<file path="src/rtl/axis_fifo_rd_bridge.sv">
// FIFO read-port to AXI-Stream master bridge.
// A small circular skid buffer hides the FIFO read latency.
module axis_fifo_rd_bridge #(
  parameter int FIFO_WIDTH = 32,
  parameter int RD_LATENCY = 0,
  parameter int PKT_LEN    = 0
) (
  input  logic                  clk,
  input  logic                  rst,
  input  logic                  fifo_empty,
  input  logic [FIFO_WIDTH-1:0] fifo_rd_data,
  output logic                  fifo_rd_en,
  output logic [FIFO_WIDTH-1:0] m_axis_tdata,
  output logic                  m_axis_tvalid,
  input  logic                  m_axis_tready,
  output logic                  m_axis_tlast,
  output logic [1:0]            buf_level
);

  localparam int         BUF_DEPTH = 2 + RD_LATENCY;
  localparam logic [1:0] LAST_PTR  = 2'(BUF_DEPTH - 1);
  localparam logic [2:0] DEPTH_W   = 3'(BUF_DEPTH);
  localparam bit         HAS_LAST  = (PKT_LEN > 0);
  localparam logic [15:0] LAST_BEAT =
    (PKT_LEN > 0) ? 16'(PKT_LEN - 1) : 16'd0;

  logic [FIFO_WIDTH-1:0] mem_q [4];
  logic [1:0]  wr_ptr_q, wr_ptr_d;
  logic [1:0]  rd_ptr_q, rd_ptr_d;
  logic [1:0]  count_q, count_d;
  logic        inflight_q, inflight_d;
  logic [15:0] beat_cnt_q, beat_cnt_d;
  logic        rd_en, push, pop;

  function automatic logic [1:0] ptr_inc(input logic [1:0] p);
    return (p == LAST_PTR) ? 2'd0 : p + 2'd1;
  endfunction

  // Issue depends only on registered occupancy, never on tready.
  always_comb begin
    rd_en = !rst && !fifo_empty &&
            (({1'b0, count_q} + {2'b00, inflight_q}) < DEPTH_W);
    push  = (RD_LATENCY == 0) ? rd_en : inflight_q;
    pop   = (count_q != 2'd0) && m_axis_tready;
    inflight_d = (RD_LATENCY != 0) && rd_en;
    wr_ptr_d = push ? ptr_inc(wr_ptr_q) : wr_ptr_q;
    rd_ptr_d = pop ? ptr_inc(rd_ptr_q) : rd_ptr_q;
    count_d  = count_q;
    if (push && !pop) begin
      count_d = count_q + 2'd1;
    end else if (pop && !push) begin
      count_d = count_q - 2'd1;
    end
    beat_cnt_d = beat_cnt_q;
    if (HAS_LAST && pop) begin
      beat_cnt_d = (beat_cnt_q == LAST_BEAT) ? 16'd0
                                             : beat_cnt_q + 16'd1;
    end
  end

  always_ff @(posedge clk) begin
    if (rst) begin
      wr_ptr_q   <= 2'd0;
      rd_ptr_q   <= 2'd0;
      count_q    <= 2'd0;
      inflight_q <= 1'b0;
      beat_cnt_q <= 16'd0;
    end else begin
      wr_ptr_q   <= wr_ptr_d;
      rd_ptr_q   <= rd_ptr_d;
      count_q    <= count_d;
      inflight_q <= inflight_d;
      beat_cnt_q <= beat_cnt_d;
    end
  end

  // Storage carries no reset; validity is tracked by count_q.
  always_ff @(posedge clk) begin
    if (push) begin
      mem_q[wr_ptr_q] <= fifo_rd_data;
    end
  end

  assign fifo_rd_en    = rd_en;
  assign m_axis_tvalid = (count_q != 2'd0);
  assign m_axis_tdata  = mem_q[rd_ptr_q];
  assign m_axis_tlast  = HAS_LAST && (count_q != 2'd0) &&
                         (beat_cnt_q == LAST_BEAT);
  assign buf_level     = count_q;

endmodule

</file>
<file path="config.mk">
export PLATFORM = sky130hd
export DESIGN_NAME = axis_fifo_rd_bridge
export DESIGN_NICKNAME = d
export VERILOG_FILES = /design/src/rtl/axis_fifo_rd_bridge.sv
export SDC_FILE = /design/constraint.sdc
export NUM_CORES = 1
export LEC_CHECK = 0
export ABC_AREA = 1
export CORE_ASPECT_RATIO = 0.6
export CORE_UTILIZATION = 50
export DETAILED_ROUTE_END_ITERATION = 16
export PLACE_DENSITY = 0.77
export SYNTH_ARGS = -nofsm -noshare
export SYNTH_HDL_FRONTEND = slang
export SYNTH_SLANG_ARGS = --single-unit
</file>
<file path="constraint.sdc">
create_clock -name clk -period 5.6 [get_ports clk]
set_input_delay 1.12 -clock clk [delete_from_list [all_inputs] [get_ports clk]]
set_output_delay 1.12 -clock clk [all_outputs]
set_load 0.02 [all_outputs]
</file>
# Word-level counts from Yosys, hierarchy flattened
# Memory sizes are Yosys's and may differ from the RTL's. A register that Yosys moved wholly into a read port is not among the register bits.
# Index checks and enable logic that the tools add are counted.
# W data, S select, Z words.
[word_totals] latch_bits=0 mem_count=1 inputBits=36 rom_bits=0 reg_bits=6 mem_bits_rw=128 out_inout_bits=37 word_cells=30
[op_classes] bitwise_logic=0 reduce_logical=11 div_mod_pow=0 shift=0 add_sub_neg=4 eq_ne=2 mux=8 order_cmp=1 mul=0
[memory_table] memory="mem_q" words=4 width=32 read_ports=1 rd_ports_with_merged_regs=1 write_ports=1 line="27" text="logic [FIFO_WIDTH-1:0] mem_q [4];"
[ops] operator="$mux W2" count=6
[ops] operator="$add A2 B1 Y2 const B" count=3
[ops] operator="$logic_and A1 B1 Y1" count=5
[ops] operator="$eq A2 B1 Y1 const B" count=2
[ops] operator="$logic_not A1 Y1" count=4
[ops] operator="$reduce_bool A2 Y1" count=2
[ops] operator="$lt A2 B2 Y1 const B" count=1
[ops] operator="$mux W1" count=2
[ops] operator="$sub A2 B1 Y2 const B" count=1

# Logic depth before layout (Yosys ltp)
# Gate-level depths: netlist of run 1.
[logic_depth] word_depth=7 ltp_mapped=9 ltp_nobuf=9

# Least setup slack after synthesis of run 1
# Ideal clock, no wire load.
[synth_timing] path_kind="in2reg" startpoint="input rst" endpoint="memory mem_q[0][0], enable pin" setup_slack_ps=1367 n_path_buf=0 required_time_ps=5139 stages=3 setup_time_ps=461 arrival_ps=3772 cell_sequence="nor3_4 -> inv_1 -> nor3_1"
[synth_via] elab_chain_len=5
[synth_lines] item="start: declaration" line="9" text="input logic rst,"
[synth_lines] item="$logic_not A1 Y1" line="41" text="rd_en = !rst && !fifo_empty &&"
[synth_lines] item="$logic_and A1 B1 Y1 (2 in series)" line="41"
[synth_lines] item="$mux W1" line="79" text="if (push) begin"
[synth_lines] item="$mux W1 (implied by the code)" line="80" text="mem_q[wr_ptr_q] <= fifo_rd_data;"
[synth_lines] item="end: declaration" line="27"
# No other way between the ends.

==> flow_summary.ini, run 1 <==
[sta]
tightest_slew_ns = 1.06
fmax_ghz = 0.261
hold_viol = 0
final-setup-viol-count = 0
rsz0062_at_grt = false
period_needed_ns = 3.83
relSlewSlack_pct = 29.0
post-route-period-util_pct = 68.3
slew_violations = 0
skew_ns = 0.00568
setup_tns_ns = 0

[cells_and_area]
fillers = 688
syn_to_final_growth_pct = 26.6
layout.nets = 469
final_cells = 580
drive_gt1_share_pct = 9.66
antenna_cells = 0

[logic_synthesis]
ys_seq_elements = 136
syn_avg_cell_area_um2 = 14.4
synth.distinct_cells = 21
ys_warn_count = 0
synthCells = 356
netlist_area_um2 = 5120
async_flop_share_pct = 0
syn-num-nets = 393
ys_seq_area_share_pct = 78.2
ys.flop_type = edfxtp_1
synth_edf_count = 128

[power_and_ir_drop]
irDropWorstVdd_uv = 275
power_density_nw_per_um2 = 411
leakagePower_nw = 2.19

[grt]
grt_pass1_vias = 2928
grt_pass1_wl_um = 15500
grt.overflow.total = 0
grt_max_degree = 65
antenna_found_initial = 0
grt_usage_pct = 20.3

[routing]
totalWireLength_um = 9920
drt_iter0_markers = 293
dr.pass1.iters = 4
wl_per_cell_um = 17.1
vias = 3091
antenna_left = 0
drc = 0
via_per_inst = 5.33

[clock_network]
postCtsHoldBufs = 0
cts_tree = done
cts_buffer_depth = 2
cts.sinks = 136
clock-root-buffer = clkbuf_16
cts_resized = 0
htreeDepth = 4
numCtsBuffers = 17
clkTransAtPathRegs_ns = 0.05
post_cts_buffers = 0
clkLatencyLatePin_ns = 0.41

[setup_path]
crit_type = reg2out
r2r-start = buf_level[1]
critical_path.max_fanout = 38
cp_data_required_time_ns = 4.48
critPathBufInv = 2
cp_slowest_cell = dfxtp_2
cp.depth = 4
crit_end = m_axis_tdata[9]
reg2reg_to = mem_q[3][30]
r2r_setup_slack_ns = 3.54
worstPathCellList = buf_4 > o21ai_0 > o22ai_1 > clkdlybuf4s50_1
crit_family = buffers and inverters
cp_slowest_stage_delay_ns = 0.81
start_kind = flop
crit_arrival_ns = 2.71
ff2ff_path_depth = 3
crit_path_end_kind = output pin

[floorplan]
io_pins = 73
die_height_um = 80.4
die_area_um2 = 10700
rows = 28
fp.dieW_um = 133
start_util_pct = 51.6
core-area_um2 = 9910

[run_status]
status = finished, final reports clean

[run]
maxCapViolCount = 0

[placed_design]
gp_congestion = 0.688
place_inst = 548
hpwlAfterDp_um = 5620
port_buffers = 71

[hold_path]
hold_class = reg2reg
## sequential cells by signal (all words and copies together), names as in the netlist, named ones only
register and count:
buf_level 2, mem_q 128, rd_ptr_q 2, wr_ptr_q 2
## worst min path at each step
stage,slack [ns],cells past startpoint,endpoint,start
after floorplan,0.40,2,flop,rd_ptr_q[1]
after global placement,0.41,2,rd_ptr_q[1],rd_ptr_q[1]
after detailed placement,0.42,2,rd_ptr_q[1],rd_ptr_q[1]
after CTS,0.43,2,rd_ptr_q[1],rd_ptr_q[1]
after global routing,0.46,2,flop,rd_ptr_q[1]
final,0.43,2,flop,rd_ptr_q[1]
## tightest hold or removal path, stage by stage, from the launching register on
cell	delay, ns
dfxtp_1	0.29
inv_1	0.04
nor2_1	0.04
## power breakdown
group | switching, mW | internal (mW) | total, mW
clock network | 0.380 | 0.685 | 1.07
registers | 0.0335 | 1.15 | 1.19
logic | 0.237 | 0.173 | 0.410
total | 0.650 | 2.01 | 2.66
## stage by stage
stage / cell area [µm²] / setup WS, ns / util (%) / power [mW] / hold WS, ns
6_report: 6480 / 1.77 / 65.4 / 2.66 / 0.428
5_1_grt: 6480 / 1.67 / 65.4 / 2.76 / 0.456
4_1_cts: 6480 / 1.78 / 65.4 / 2.68 / 0.433
3_5_place_dp: 5910 / 1.93 / 59.6 / 1.62 / 0.424
3_3_place_gp: 5910 / 1.94 / 59.6 / 1.60 / 0.414
2_1_floorplan: 5120 / 1.37 / - / 1.45 / 0.402
## cell usage in the layout, fill, tap and decap left out, drive strengths merged
cell	instances
clkinvlp	1
inv	12
clkbuf	23
conb	1
nand2	9
nor3	3
ha	1
nand3	2
dfxtp	8
nor2	73
o21a	1
clkinv	6
buf	6
o21ai	65
edfxtp	128
a21oi	1
clkdlybuf4s50	71
bufinv	2
o22ai	32
## kinds of logic after synthesis
group,Yosys count,synth area share [%]
compound gates,99,10.5
simple gates,87,6.72
other cells,1,0.0732
buf+inv,32,4.25
flops,136,78.2
fa+ha+maj,1,0.244
## per-layer routing
metal  global-route usage [%]  wire (µm)  up-vias
met5                        0          0        -
met2                     31.0       4480      110
met1                     27.2       4530     1494
li1                         -          -     1479
met4                     6.21         72        0
met3                     7.58        840        8
## final cells by class
class / count / area, µm² / area share (%)
sequential: 136 / 4010 / 61.8
multi-input combinational: 188 / 923 / 14.2
timing repair buffer: 77 / 756 / 11.7
clock buffer: 23 / 478 / 7.37
tap: 135 / 169 / 2.61
clock inverter: 9 / 97.6 / 1.51
inverter: 12 / 52.6 / 0.811
## Yosys cell counts, drive strengths merged, types with 2 or more instances
library cell	instances	area, µm²
nand2	9	33.8
buf	19	161
inv	12	52.6
nand3	2	10.0
edfxtp	128	3840
o22ai	32	200
o21ai	65	325
nor3	3	26.3
dfxtp	8	160
nor2	73	274
No activity file was read; power rests on OpenSTA's default activity.
==> run 2: changes to the inputs <==
--- a/config.mk
+++ b/config.mk
@@ -7,9 +7,9 @@
 export LEC_CHECK = 0
 export ABC_AREA = 1
 export CORE_ASPECT_RATIO = 0.6
-export CORE_UTILIZATION = 50
+export CORE_UTILIZATION = 49
 export DETAILED_ROUTE_END_ITERATION = 16
-export PLACE_DENSITY = 0.77
+export PLACE_DENSITY = 0.79
 export SYNTH_ARGS = -nofsm -noshare
 export SYNTH_HDL_FRONTEND = slang
 export SYNTH_SLANG_ARGS = --single-unit
==> constraint.sdc (replaced) <==
create_clock -name clk -period 3.5 [get_ports clk]
set_input_delay 0.7 -clock clk [delete_from_list [all_inputs] [get_ports clk]]
set_output_delay 0.7 -clock clk [all_outputs]
set_load 0.02 [all_outputs]
==> run 2 against run 1 <==
Against the previous run: sequential power rose by 59%; clock power rose by 54%; highest routed layer unchanged; critical path depth did not move; largest cell class unchanged; first-iteration DRC count fell by 13%; cell area barely moved; non-clock buffer count did not move; cell count fell by 0.17%; via count fell by 0.91%; die area rose by 2.0%.
==> flow_summary.ini, run 2 (synthesis results as in run 1) <==
[cells_and_area]
layout_common_cells = edfxtp_1 (128), nor2_1 (71), clkdlybuf4s50_1 (71)
syn_to_final_growth_pct = 26.7
drive_gt1_share_pct = 9.01
final_cell_area_um2 = 6490
final_common_cell = edfxtp_1
seqCellArea_um2 = 4010
fillers = 744
final_cells = 579
antenna_cells = 0
top_register = mem_q
layout.nets = 469
largest_register_ffs = 128
multi_input_area_um2 = 923

[grt]
grt_pass1_wl_um = 15600
antenna_found_initial = 0
grt_max_degree = 65
grt_pass1_vias = 2995
grt.overflow.total = 0
grt_usage_pct = 20.0

[clock_network]
cts_buffer_depth = 2
cts_tree = done
clock-root-buffer = clkbuf_16
clkLatencyLatePin_ns = 0.42
post_cts_buffers = 0
htreeDepth = 4
cts_resized = 0
cts.sinks = 136
numCtsBuffers = 17
clkTransAtPathRegs_ns = 0.05
postCtsHoldBufs = 0

[placed_design]
place_inst = 548
place_area_um2 = 5940
port_buffers = 71
gp_congestion = 0.742
hpwlAfterDp_um = 5660

[sta]
post-route-period-util_pct = 91.2
slew_violations = 0
final-setup-viol-count = 0
relSlewSlack_pct = 54.0
period_needed_ns = 3.19
hold_viol = 0
skew_ns = 0.00545
fmax_ghz = 0.313
tightest_slew_ns = 0.689
rsz0062_at_grt = false

[routing]
wl_met1_um = 4740
route.met3.wl_um = 559
wl_per_cell_um = 17.1
antenna_left = 0
vias = 3063
dr.pass1.iters = 4
totalWireLength_um = 9900
drc = 0
drt_iter0_markers = 254
via_per_inst = 5.29
met2WireLength_um = 4450
highest_layer = met4

[floorplan]
die_area_um2 = 10900
fp.dieW_um = 134
rows = 28
start_util_pct = 51.1
die_height_um = 81.2
io_pins = 73
core-area_um2 = 10000

[power_and_ir_drop]
power_density_nw_per_um2 = 649
irDropWorstVdd_uv = 425
leakagePower_nw = 2.18

[setup_path]
crit_arrival_ns = 2.49
crit_type = reg2out
start_kind = flop
cp_data_required_time_ns = 2.80
critical_path.max_fanout = 35
crit_path_end_kind = output pin

[run_status]
status = finished, final reports clean

[hold_path]
hold_class = reg2reg

[run]
maxCapViolCount = 0
## run 2: layout make-up
class / count / share of cell area (%)
Clock buffer: 20 / 6.73
Clock inverter: 11 / 1.66
Inverter: 12 / 0.810
Multi-Input combinational cell: 188 / 14.2
Sequential cell: 136 / 61.7
Tap cell: 135 / 2.60
Timing Repair Buffer: 77 / 12.2
## run 2: worst paths after layout
| kind | startpoint | to | slack (ns) | cells after the start |
|---|---|---|---|---|
| hold reg to reg | rd_ptr_q[1] | rd_ptr_q[1] | 0.42 | 2 |
| setup / recovery | flop | m_axis_tdata[14] | 0.31 | 4 |
| hold / removal | rd_ptr_q[1] | rd_ptr_q[1] | 0.42 | 2 |
| setup reg to reg | buf_level[1] | mem_q[3][19] | 1.69 | 4 |
## run 2: metrics by stage
| step | hold slack (ns) | power (mW) | TNS (ns) | worst slack (ns) | util, % |
|---|---|---|---|---|---|
| finish | 0.420 | 4.21 | 0 | 0.307 | 64.7 |
| global route | 0.466 | 4.36 | 0 | 0.177 | 64.7 |
| CTS | 0.425 | 4.23 | 0 | 0.318 | 64.7 |
| detailed placement | 0.417 | 2.60 | 0 | 0.707 | 59.3 |
| global placement | 0.414 | 2.57 | 0 | 0.727 | 59.3 |
| floorplan | 0.402 | 2.32 | -20.06 | -0.313 | - |
## run 2: layer usage
metal	global-route usage, %	vias up
li1	-	1475
met1	26.8	1482
met2	30.6	91
met3	6.43	15
met4	8.18	0
met5	0	-
## run 2: critical path, cell delays in order (launching register included)
cell and delay (ns):
dfxtp_2 0.77, buf_12 0.27, o21ai_0 0.12, o22ai_1 0.25, clkdlybuf4s50_1 0.66
## run 2: power breakdown
group / switching [mW] / internal (mW) / total, mW
clock: 0.621 / 1.03 / 1.65
sequential: 0.0491 / 1.84 / 1.89
combinational: 0.384 / 0.284 / 0.669
total: 1.05 / 3.16 / 4.21
==> run 3: changes to the inputs <==
--- a/config.mk
+++ b/config.mk
@@ -7,9 +7,9 @@
 export LEC_CHECK = 0
 export ABC_AREA = 1
 export CORE_ASPECT_RATIO = 0.6
-export CORE_UTILIZATION = 49
+export CORE_UTILIZATION = 50
 export DETAILED_ROUTE_END_ITERATION = 16
-export PLACE_DENSITY = 0.79
+export PLACE_DENSITY = 0.77
 export SYNTH_ARGS = -nofsm -noshare
 export SYNTH_HDL_FRONTEND = slang
 export SYNTH_SLANG_ARGS = --single-unit
==> constraint.sdc (replaced) <==
create_clock -name clk -period 3.3 [get_ports clk]
set_input_delay 0.66 -clock clk [delete_from_list [all_inputs] [get_ports clk]]
set_output_delay 0.66 -clock clk [all_outputs]
set_load 0.02 [all_outputs]
==> run 3 against run 2 <==
Against the previous run: routed wire length up 2.3%; non-clock buffer count up 3; die area down 2.0%; critical path depth unchanged; sequential power up 6%; first-iteration DRC count down 11%; clock skew up 0.0053 ns; sequential share of layout area down 0.55 points; cell count up 0.69%; worst hold slack better by 0.022 ns; highest routed layer unchanged; clock power up 9%; cell area up 0.91%.
==> flow_summary.ini, run 3 (synthesis results as in run 1) <==
[run_status]
status = finished, final reports clean

[cells_and_area]
drive_gt1_share_pct = 10.7
fillers = 687
final_common_cell = edfxtp_1
top_register = mem_q
layout_common_cells = edfxtp_1 (128), nor2_1 (71), clkdlybuf4s50_1 (71)
final_cells = 583
layout.nets = 472
seqCellArea_um2 = 4010
largest_register_ffs = 128
syn_to_final_growth_pct = 27.9
antenna_cells = 0
final_cell_area_um2 = 6550
multi_input_area_um2 = 923

[floorplan]
fp.dieW_um = 133
start_util_pct = 51.6
io_pins = 73
die_height_um = 80.4
rows = 28
core-area_um2 = 9910
die_area_um2 = 10700

[clock_network]
post_cts_buffers = 0
cts_tree = done
clkLatencyLatePin_ns = 0.41
cts_resized = 0
cts_buffer_depth = 2
clkTransAtPathRegs_ns = 0.06
cts.sinks = 136
htreeDepth = 4
clock-root-buffer = clkbuf_16
numCtsBuffers = 17
postCtsHoldBufs = 0

[hold_path]
hold_class = reg2reg
holdPathStages = 2

[grt]
grt_pass1_vias = 3026
grt_max_degree = 65
antenna_found_initial = 0
grt.overflow.total = 0
grt_usage_pct = 20.4
grt_pass1_wl_um = 15600

[setup_path]
start_kind = flop
crit_path_end_kind = output pin
critical_path.max_fanout = 34
crit_type = reg2out
crit_arrival_ns = 2.43
ff2ff_path_depth = 4
cp_data_required_time_ns = 2.64

[sta]
whs_ns = 0.442
setup_tns_ns = 0
slew_violations = 0
post-route-period-util_pct = 93.6
period_needed_ns = 3.09
tightest_slew_ns = 0.657
hold_viol = 0
relSlewSlack_pct = 56.2
fmax_ghz = 0.324
final-setup-viol-count = 0
rsz0062_at_grt = false
skew_ns = 0.0108

[power_and_ir_drop]
irDropWorstVdd_uv = 524
power_density_nw_per_um2 = 691
leakagePower_nw = 2.20

[routing]
totalWireLength_um = 10100
wl_per_cell_um = 17.4
drt_iter0_markers = 226
drc = 0
dr.pass1.iters = 4
antenna_left = 0
via_per_inst = 5.27
vias = 3074

[placed_design]
gp_congestion = 0.737
hpwlAfterDp_um = 5950
place_inst = 551
place_area_um2 = 5970
port_buffers = 71

[run]
maxCapViolCount = 0
==> run 3: layer usage <==
metal | track usage (%) | up-vias | share of wire (%)
met1 | 26.4 | 1467 | 46
met4 | 10.0 | 0 | 0.52
met5 | 0 | - | 0
li1 | - | 1490 | -
met3 | 5.68 | 7 | 6.6
met2 | 32.2 | 110 | 47
==> run 3: cell type report <==
cell class                      count  area share [%]
Inverter                           12           0.803
Sequential cell                   136            61.2
Multi-Input combinational cell    188            14.1
Tap cell                          135            2.58
Timing Repair Buffer               80            12.5
Clock buffer                       17            6.50
Clock inverter                     15            2.37
==> run 3: final timing paths <==
| kind | start | end | slack (ns) |
|---|---|---|---|
| setup / recovery | flop | m_axis_tdata[0] | 0.21 |
| hold / removal | rd_ptr_q[1] | rd_ptr_q[1] | 0.44 |
| setup reg to reg | buf_level[1] | mem_q[3][7] | 1.55 |
| hold reg to reg | rd_ptr_q[1] | rd_ptr_q[1] | 0.44 |
==> run 3: where the power goes <==
| part | internal, mW | leakage, nW | switching, mW |
|---|---|---|---|
| clock | 1.11 | 0.269 | 0.695 |
| combinational | 0.304 | 0.704 | 0.406 |
| sequential | 1.95 | 1.23 | 0.0531 |
| total | 3.37 | 2.20 | 1.15 |
==> run 3: per-stage QoR <==
stage | utilization (%) | power, mW | worst slack, ns
6_report | 66.0 | 4.52 | 0.212
5_1_grt | 66.0 | 4.68 | 0.0380
4_1_cts | 66.0 | 4.55 | 0.161
3_5_place_dp | 60.2 | 2.75 | 0.557
3_3_place_gp | 60.2 | 2.73 | 0.552
2_1_floorplan | - | 2.46 | -0.473
==> run 3: critical path: stages, from the launching register on <==
cell and delay, ns:
dfxtp_2 0.75, buf_12 0.27, o21ai_0 0.11, o22ai_1 0.23
clkdlybuf4s50_1 0.64
